`config.mk`:
```
export PLATFORM = sky130hd
export DESIGN_NAME = poly_synth_engine
export DESIGN_NICKNAME = d
export VERILOG_FILES = /design/src/rtl/poly_synth_engine.sv
export SDC_FILE = /design/constraint.sdc
export NUM_CORES = 2
export LEC_CHECK = 0
export ABC_CLOCK_PERIOD_IN_PS = 15500
export CORE_MARGIN = 5
export CORE_UTILIZATION = 30
export DETAILED_ROUTE_END_ITERATION = 8
export MAX_ROUTING_LAYER = met4
export PLACE_DENSITY = 0.54
export SETUP_SLACK_MARGIN = 0.3
export SYNTH_ARGS = -nofsm -noshare
export SYNTH_HDL_FRONTEND = slang
export SYNTH_SLANG_ARGS = --single-unit
```
`constraint.sdc`:
```
create_clock -name i_clk -period 15.5 [get_ports i_clk]
set_input_delay 1.55 -clock i_clk [delete_from_list [all_inputs] [get_ports i_clk]]
set_output_delay 1.55 -clock i_clk [all_outputs]
set_load 0.05 [all_outputs]
```
`src/rtl/poly_synth_engine.sv`:
```
// Polyphonic key-bitmap synthesizer: scans keys once per DAC sample tick, sums up to
// NUM_VOICES saw/square voices, mixes with the recorded input and saturates to the DAC width.
module poly_synth_engine #(
    parameter int unsigned NUM_VOICES = 4,
    parameter int unsigned KEY_W      = 32,
    parameter int unsigned PH_W       = 24,
    parameter int unsigned SAMPLE_W   = 16,
    parameter int unsigned BASE_INC   = 1000,
    parameter int unsigned STEP_INC   = 60
) (
    input  logic                                 i_clk,
    input  logic                                 i_rst_n,
    input  logic                                 i_init_done,
    input  logic                                 i_sample_tick,
    input  logic [KEY_W-1:0]                     i_key,
    input  logic signed [SAMPLE_W-1:0]           i_rec_data,
    input  logic [1:0]                           i_mode,
    input  logic                                 i_wave,
    input  logic [2:0]                           i_shift,
    output logic signed [SAMPLE_W-1:0]           o_dac_data,
    output logic                                 o_valid,
    output logic [$clog2(NUM_VOICES+1)-1:0]      o_voices,
    output logic                                 o_overflow,
    output logic                                 o_tick_miss,
    output logic [2:0]                           o_state
);

    localparam int unsigned VC_W  = $clog2(NUM_VOICES + 1);
    localparam int unsigned IDX_W = (KEY_W > 1) ? $clog2(KEY_W) : 1;
    // NUM_VOICES < 2^VC_W, so VC_W extra bits hold the full-scale voice sum
    localparam int unsigned ACC_W = SAMPLE_W + VC_W;
    localparam int unsigned SUM_W = ACC_W + 1;

    localparam logic signed [SAMPLE_W-1:0] SQ_POS  = SAMPLE_W'(32'sd8192);
    localparam logic signed [SAMPLE_W-1:0] SQ_NEG  = SAMPLE_W'(-32'sd8192);
    localparam logic signed [SUM_W-1:0]    SAT_MAX = {{(SUM_W-SAMPLE_W+1){1'b0}}, {(SAMPLE_W-1){1'b1}}};
    localparam logic signed [SUM_W-1:0]    SAT_MIN = ~SAT_MAX;

    typedef enum logic [2:0] {
        S_WAIT_INIT = 3'd0,
        S_IDLE      = 3'd1,
        S_SCAN      = 3'd2,
        S_MIX       = 3'd3,
        S_OUT       = 3'd4
    } state_t;

    state_t                      r_state;
    state_t                      w_next;

    logic [PH_W-1:0]             r_phase [KEY_W];
    logic [IDX_W-1:0]            r_idx;
    logic signed [ACC_W-1:0]     r_acc;
    logic [VC_W-1:0]             r_count;
    logic signed [SAMPLE_W-1:0]  r_result;
    logic signed [SAMPLE_W-1:0]  r_dac;
    logic                        r_valid;
    logic [VC_W-1:0]             r_voices;
    logic                        r_overflow;
    logic                        r_tick_miss;

    logic [PH_W-1:0]             w_cur_phase;
    logic [PH_W-1:0]             w_inc;
    logic                        w_key_on;
    logic                        w_voice_free;
    logic                        w_last_idx;
    logic signed [SAMPLE_W-1:0]  w_wave;
    logic signed [ACC_W-1:0]     w_wave_ext;
    logic signed [ACC_W-1:0]     w_synth;
    logic signed [SUM_W-1:0]     w_synth_ext;
    logic signed [SUM_W-1:0]     w_rec_ext;
    logic signed [SUM_W-1:0]     w_mix;
    logic                        w_sat_hi;
    logic                        w_sat_lo;
    logic signed [SAMPLE_W-1:0]  w_sat;

    // Per-key voice generation for the currently visited index
    assign w_cur_phase  = r_phase[r_idx];
    assign w_inc        = PH_W'(BASE_INC) + PH_W'(PH_W'(r_idx) * PH_W'(STEP_INC));
    assign w_key_on     = i_key[r_idx];
    assign w_voice_free = (r_count < VC_W'(NUM_VOICES));
    assign w_last_idx   = (r_idx == IDX_W'(KEY_W - 1));

    always_comb begin
        w_wave = w_cur_phase[PH_W-1 -: SAMPLE_W];
        if (i_wave) begin
            w_wave = w_cur_phase[PH_W-1] ? SQ_NEG : SQ_POS;
        end
    end

    assign w_wave_ext = ACC_W'(w_wave);

    // Output mix and saturation
    assign w_synth     = r_acc >>> i_shift;
    assign w_synth_ext = SUM_W'(w_synth);
    assign w_rec_ext   = SUM_W'(i_rec_data);

    always_comb begin
        w_mix = '0;
        case (i_mode)
            2'd0:    w_mix = w_synth_ext;
            2'd1:    w_mix = w_rec_ext;
            2'd2:    w_mix = w_synth_ext + w_rec_ext;
            default: w_mix = '0;
        endcase
    end

    assign w_sat_hi = (w_mix > SAT_MAX);
    assign w_sat_lo = (w_mix < SAT_MIN);
    assign w_sat    = w_sat_hi ? SAMPLE_W'(SAT_MAX) :
                      w_sat_lo ? SAMPLE_W'(SAT_MIN) : SAMPLE_W'(w_mix);

    // State register
    always_ff @(posedge i_clk or negedge i_rst_n) begin
        if (!i_rst_n) begin
            r_state <= S_WAIT_INIT;
        end else begin
            r_state <= w_next;
        end
    end

    // Next-state logic; losing codec init aborts from anywhere
    always_comb begin
        w_next = r_state;
        if (!i_init_done) begin
            w_next = S_WAIT_INIT;
        end else begin
            case (r_state)
                S_WAIT_INIT: w_next = S_IDLE;
                S_IDLE:      if (i_sample_tick) w_next = S_SCAN;
                S_SCAN:      if (w_last_idx) w_next = S_MIX;
                S_MIX:       w_next = S_OUT;
                S_OUT:       w_next = S_IDLE;
                default:     w_next = S_WAIT_INIT;
            endcase
        end
    end

    // Datapath, phases and registered outputs
    always_ff @(posedge i_clk or negedge i_rst_n) begin
        if (!i_rst_n) begin
            for (int unsigned i = 0; i < KEY_W; i++) begin
                r_phase[i] <= '0;
            end
            r_idx       <= '0;
            r_acc       <= '0;
            r_count     <= '0;
            r_result    <= '0;
            r_dac       <= '0;
            r_valid     <= 1'b0;
            r_voices    <= '0;
            r_overflow  <= 1'b0;
            r_tick_miss <= 1'b0;
        end else begin
            r_valid <= 1'b0;
            if (i_sample_tick && (r_state != S_IDLE)) begin
                r_tick_miss <= 1'b1;
            end
            if (!i_init_done) begin
                r_dac <= '0;
            end else begin
                case (r_state)
                    S_IDLE: begin
                        r_idx   <= '0;
                        r_acc   <= '0;
                        r_count <= '0;
                    end
                    S_SCAN: begin
                        r_idx <= r_idx + IDX_W'(1);
                        if (!w_key_on) begin
                            r_phase[r_idx] <= '0;
                        end else if (w_voice_free) begin
                            r_acc          <= r_acc + w_wave_ext;
                            r_phase[r_idx] <= w_cur_phase + w_inc;
                            r_count        <= r_count + VC_W'(1);
                        end else begin
                            r_overflow <= 1'b1;
                        end
                    end
                    S_MIX: begin
                        r_result <= w_sat;
                        if (w_sat_hi || w_sat_lo) begin
                            r_overflow <= 1'b1;
                        end
                    end
                    S_OUT: begin
                        r_dac    <= r_result;
                        r_voices <= r_count;
                        r_valid  <= 1'b1;
                    end
                    default: ;
                endcase
            end
        end
    end

    assign o_dac_data  = r_dac;
    assign o_valid     = r_valid;
    assign o_voices    = r_voices;
    assign o_overflow  = r_overflow;
    assign o_tick_miss = r_tick_miss;
    assign o_state     = r_state;

endmodule

```
==> results.yml <==
global_routing:
  grt_pass1_wl_mm: 177
  grt_max_degree: 92
  grt_antenna_before_repair: 3
  track_usage: 0.180
  first_global_vias: 27200
  gr-total-overflow: 0
outcome:
  status: "completed"
timing:
  rsz0062_at_grt: "false"
  hold_viol_final: 0
  slew_headroom: 0.126
  worst_pin_slew_ps: 1310
  fin_setup_tns_ps: 0
  fin_crit_ps: 7190
  finalMaxSlewViolations: 0
  fin_skew_ps: 29.1
  setup_violations: 0
  clock.fmax_mhz: 139
  finalCritPeriodShare: 0.464
setup_path:
  reg2regPathDepth: 16
  worstSetupStartpoint: "r_idx[1]"
  ff2ff_setup_slack_ps: 8310
  path_buf_inv: 3
  cp_data_required_time_ps: 15970
  startpoint_type: "flip-flop"
  reg2reg_from: "r_idx[1]"
  r2r-end: "r_phase[574]"
  critPathSlowestCell: "nand3_1"
  critPathMaxStageDelay_ps: 850
  critPathTopFamily: "simple AND/OR/NAND/NOR gates"
  critical_path.max_fanout: 52
  crit_arrival_ps: 7660
  crit_type: "reg -> reg"
  crit_path_end_kind: "flip-flop"
  crit_chain: "buf_4 > buf_4 > mux4_2 > mux4_2 > mux2i_1 > ha_1 > inv_1 > ha_1 > a21o_1 > nand2_1 > and4b_1 > o31ai_1 > nand4_1 > or4_1 > nand3_1 > o21ai_0"
clock_network:
  numClockSinks: 772
  clock_path_buffers: 3
  clock_latency_ps: 650
  hold_buffers: 0
  ctsResizeCount: 0
  htree_levels: 3
  cts_buffers: 85
  cts_tree: "done"
  post_cts_buffers: 0
  clk_pin_slew_worst_paths_ps: 60
  cts_root_buf: "clkbuf_16"
logic_synthesis:
  synth_top_area_share: 0.516
  synthTopCellsByArea: "dfrtp_1 52%, mux4_2 10%, o21ai_0 9.7%"
  syn-num-nets: 3765
  async_flop_share: 1.00
  yosysTopAreaCell: "dfrtp_1"
  synth_edf_count: 0
  syn_area_sq_mm: 0.0374
  syn_inst: 3620
  ys.flop_type: "dfrtp_1"
  yosysSeqAreaShare: 0.516
  synth_cell_type_count: 66
  synth_area_per_cell_sq_um: 10.3
  yosysWarnings: 0
  ys_ff_latch: 772
floorplan:
  core_sq_mm: 0.124
  die_h_microns: 363
  io_pins: 83
  die_area_sq_mm: 0.132
  rows: 129
  die-width_microns: 363
  initial_utilization: 0.302
layout:
  final_cell_mix: "846 x nand2_1, 769 x dfrtp_1, 729 x o21ai_0"
  mostFrequentLayoutCell: "nand2_1"
  syn2layout_area_growth_pct: 14.5
  nets: 3739
  fillers: 12400
  drive_gt1_frac: 0.118
drt:
  detail_route.wirelength_mm: 117
  final_antenna_net_count: 0
  drt-pass1-iter-count: 5
  routed-via-count: 27700
  wl_per_cell_microns: 22.0
  drtIter0Drc: 2614
  drc: 0
  vias_per_cell: 5.23
flow_run:
  drv_cap: 0
placement:
  hpwl_mm: 74.0
  gp_congestion: 0.869
  io_buffers: 82
min_path:
  hold_end: "o_tick_miss"
  min_path_type: "reg -> reg"
  min_path_cells: 1
  worstHoldStart: "o_tick_miss"
power:
  ir_worst_vdd_mv: 0.0781
  p_leak_nw: 18.1
  p_total_mw: 5.25
  power_density_mw_per_mm2: 123
==> stage by stage <==
stage / instance area [sq um] / cells / util / hold WS, ps / worst slack [ps]
after floorplan: 37400 / 3620 / - / 443 / 9350
after global placement: 39900 / 5144 / 0.322 / 447 / 8360
after detailed placement: 39900 / 5144 / 0.322 / 444 / 8330
after CTS: 42800 / 5298 / 0.346 / 457 / 8320
after global routing: 42800 / 5301 / 0.346 / 465 / 7850
final: 42800 / 5301 / 0.346 / 452 / 8310
==> state kept, by name, summed over array words and instances, names as in the netlist <==
register and flops:
o_voices 3, o_overflow 1, r_phase 704, o_tick_miss 1, o_state 3, r_idx 5, r_result 16, r_count 3
o_valid 1, o_dac_data 16, r_acc 19
==> how the worst max path moves through the flow <==
| stage | to | slack [ps] | cells after the start |
|---|---|---|---|
| after floorplan | r_phase[118] | 9350 | 26 |
| after CTS | r_phase[574] | 8320 | 16 |
| final | r_phase[574] | 8310 | 16 |
| after global routing | r_phase[574] | 7850 | 16 |
| after detailed placement | r_phase[382] | 8330 | 16 |
| after global placement | r_phase[622] | 8360 | 16 |
==> metal layers <==
| layer | vias to the layer above | part of all wire | GRT usage |
|---|---|---|---|
| met5 | - | 0 | - |
| met4 | 0 | 0.026 | 0.0539 |
| met3 | 161 | 0.054 | 0.0220 |
| met2 | 815 | 0.46 | 0.278 |
| met1 | 14000 | 0.46 | 0.250 |
| li1 | 12700 | - | - |
==> report_power, final <==
part | switching, mW | internal (mW) | total (mW)
clock | 0.849 | 1.28 | 2.13
combinational | 0.743 | 0.269 | 1.01
sequential | 0.0362 | 2.07 | 2.11
==> cells by family after synthesis <==
group / after synthesis / synth area share
AND/OR/NAND/NOR: 1091 / 0.119
AO/OA/AOI/OAI: 995 / 0.149
flip-flops: 772 / 0.516
buffers and inverters: 321 / 0.0349
multiplexers: 314 / 0.141
adder cells (fa/ha/maj): 87 / 0.0311
XOR/XNOR: 40 / 0.00936
==> area by class of cell <==
| cell class | instances | area, sq um | share of cell area |
|---|---|---|---|
| Antenna cell | 3 | 7.51 | 0.000175 |
| Clock buffer | 127 | 2540 | 0.0592 |
| Clock inverter | 27 | 400 | 0.00934 |
| Inverter | 48 | 180 | 0.00420 |
| Multi-Input combinational cell | 2527 | 16900 | 0.395 |
| Sequential cell | 772 | 19300 | 0.451 |
| Tap cell | 1637 | 2050 | 0.0478 |
| Timing Repair Buffer | 160 | 1420 | 0.0332 |
==> worst register-to-register path: stages, from the launching register on <==
cell	delay, ps
dfrtp_4	720
buf_4	740
buf_4	720
mux4_2	440
mux4_2	530
mux2i_1	310
ha_1	210
inv_1	40
ha_1	360
a21o_1	140
nand2_1	60
and4b_1	210
o31ai_1	500
nand4_1	310
or4_1	560
nand3_1	850
o21ai_0	280
==> Yosys cell counts, drive strengths merged, types with 16 or more instances <==
| library cell | count |
|---|---|
| clkbuf | 203 |
| a22oi | 50 |
| xnor2 | 25 |
| mux4 | 170 |
| buf | 70 |
| nor2 | 71 |
| mux2 | 16 |
| mux2i | 128 |
| a21oi | 61 |
| nand3 | 73 |
| dfrtp | 772 |
| o21ai | 738 |
| inv | 48 |
| a211oi | 17 |
| nor2b | 21 |
| ha | 77 |
| a22o | 23 |
| nand2 | 849 |
| nand4 | 19 |
Power figures use the tool's default switching activity.
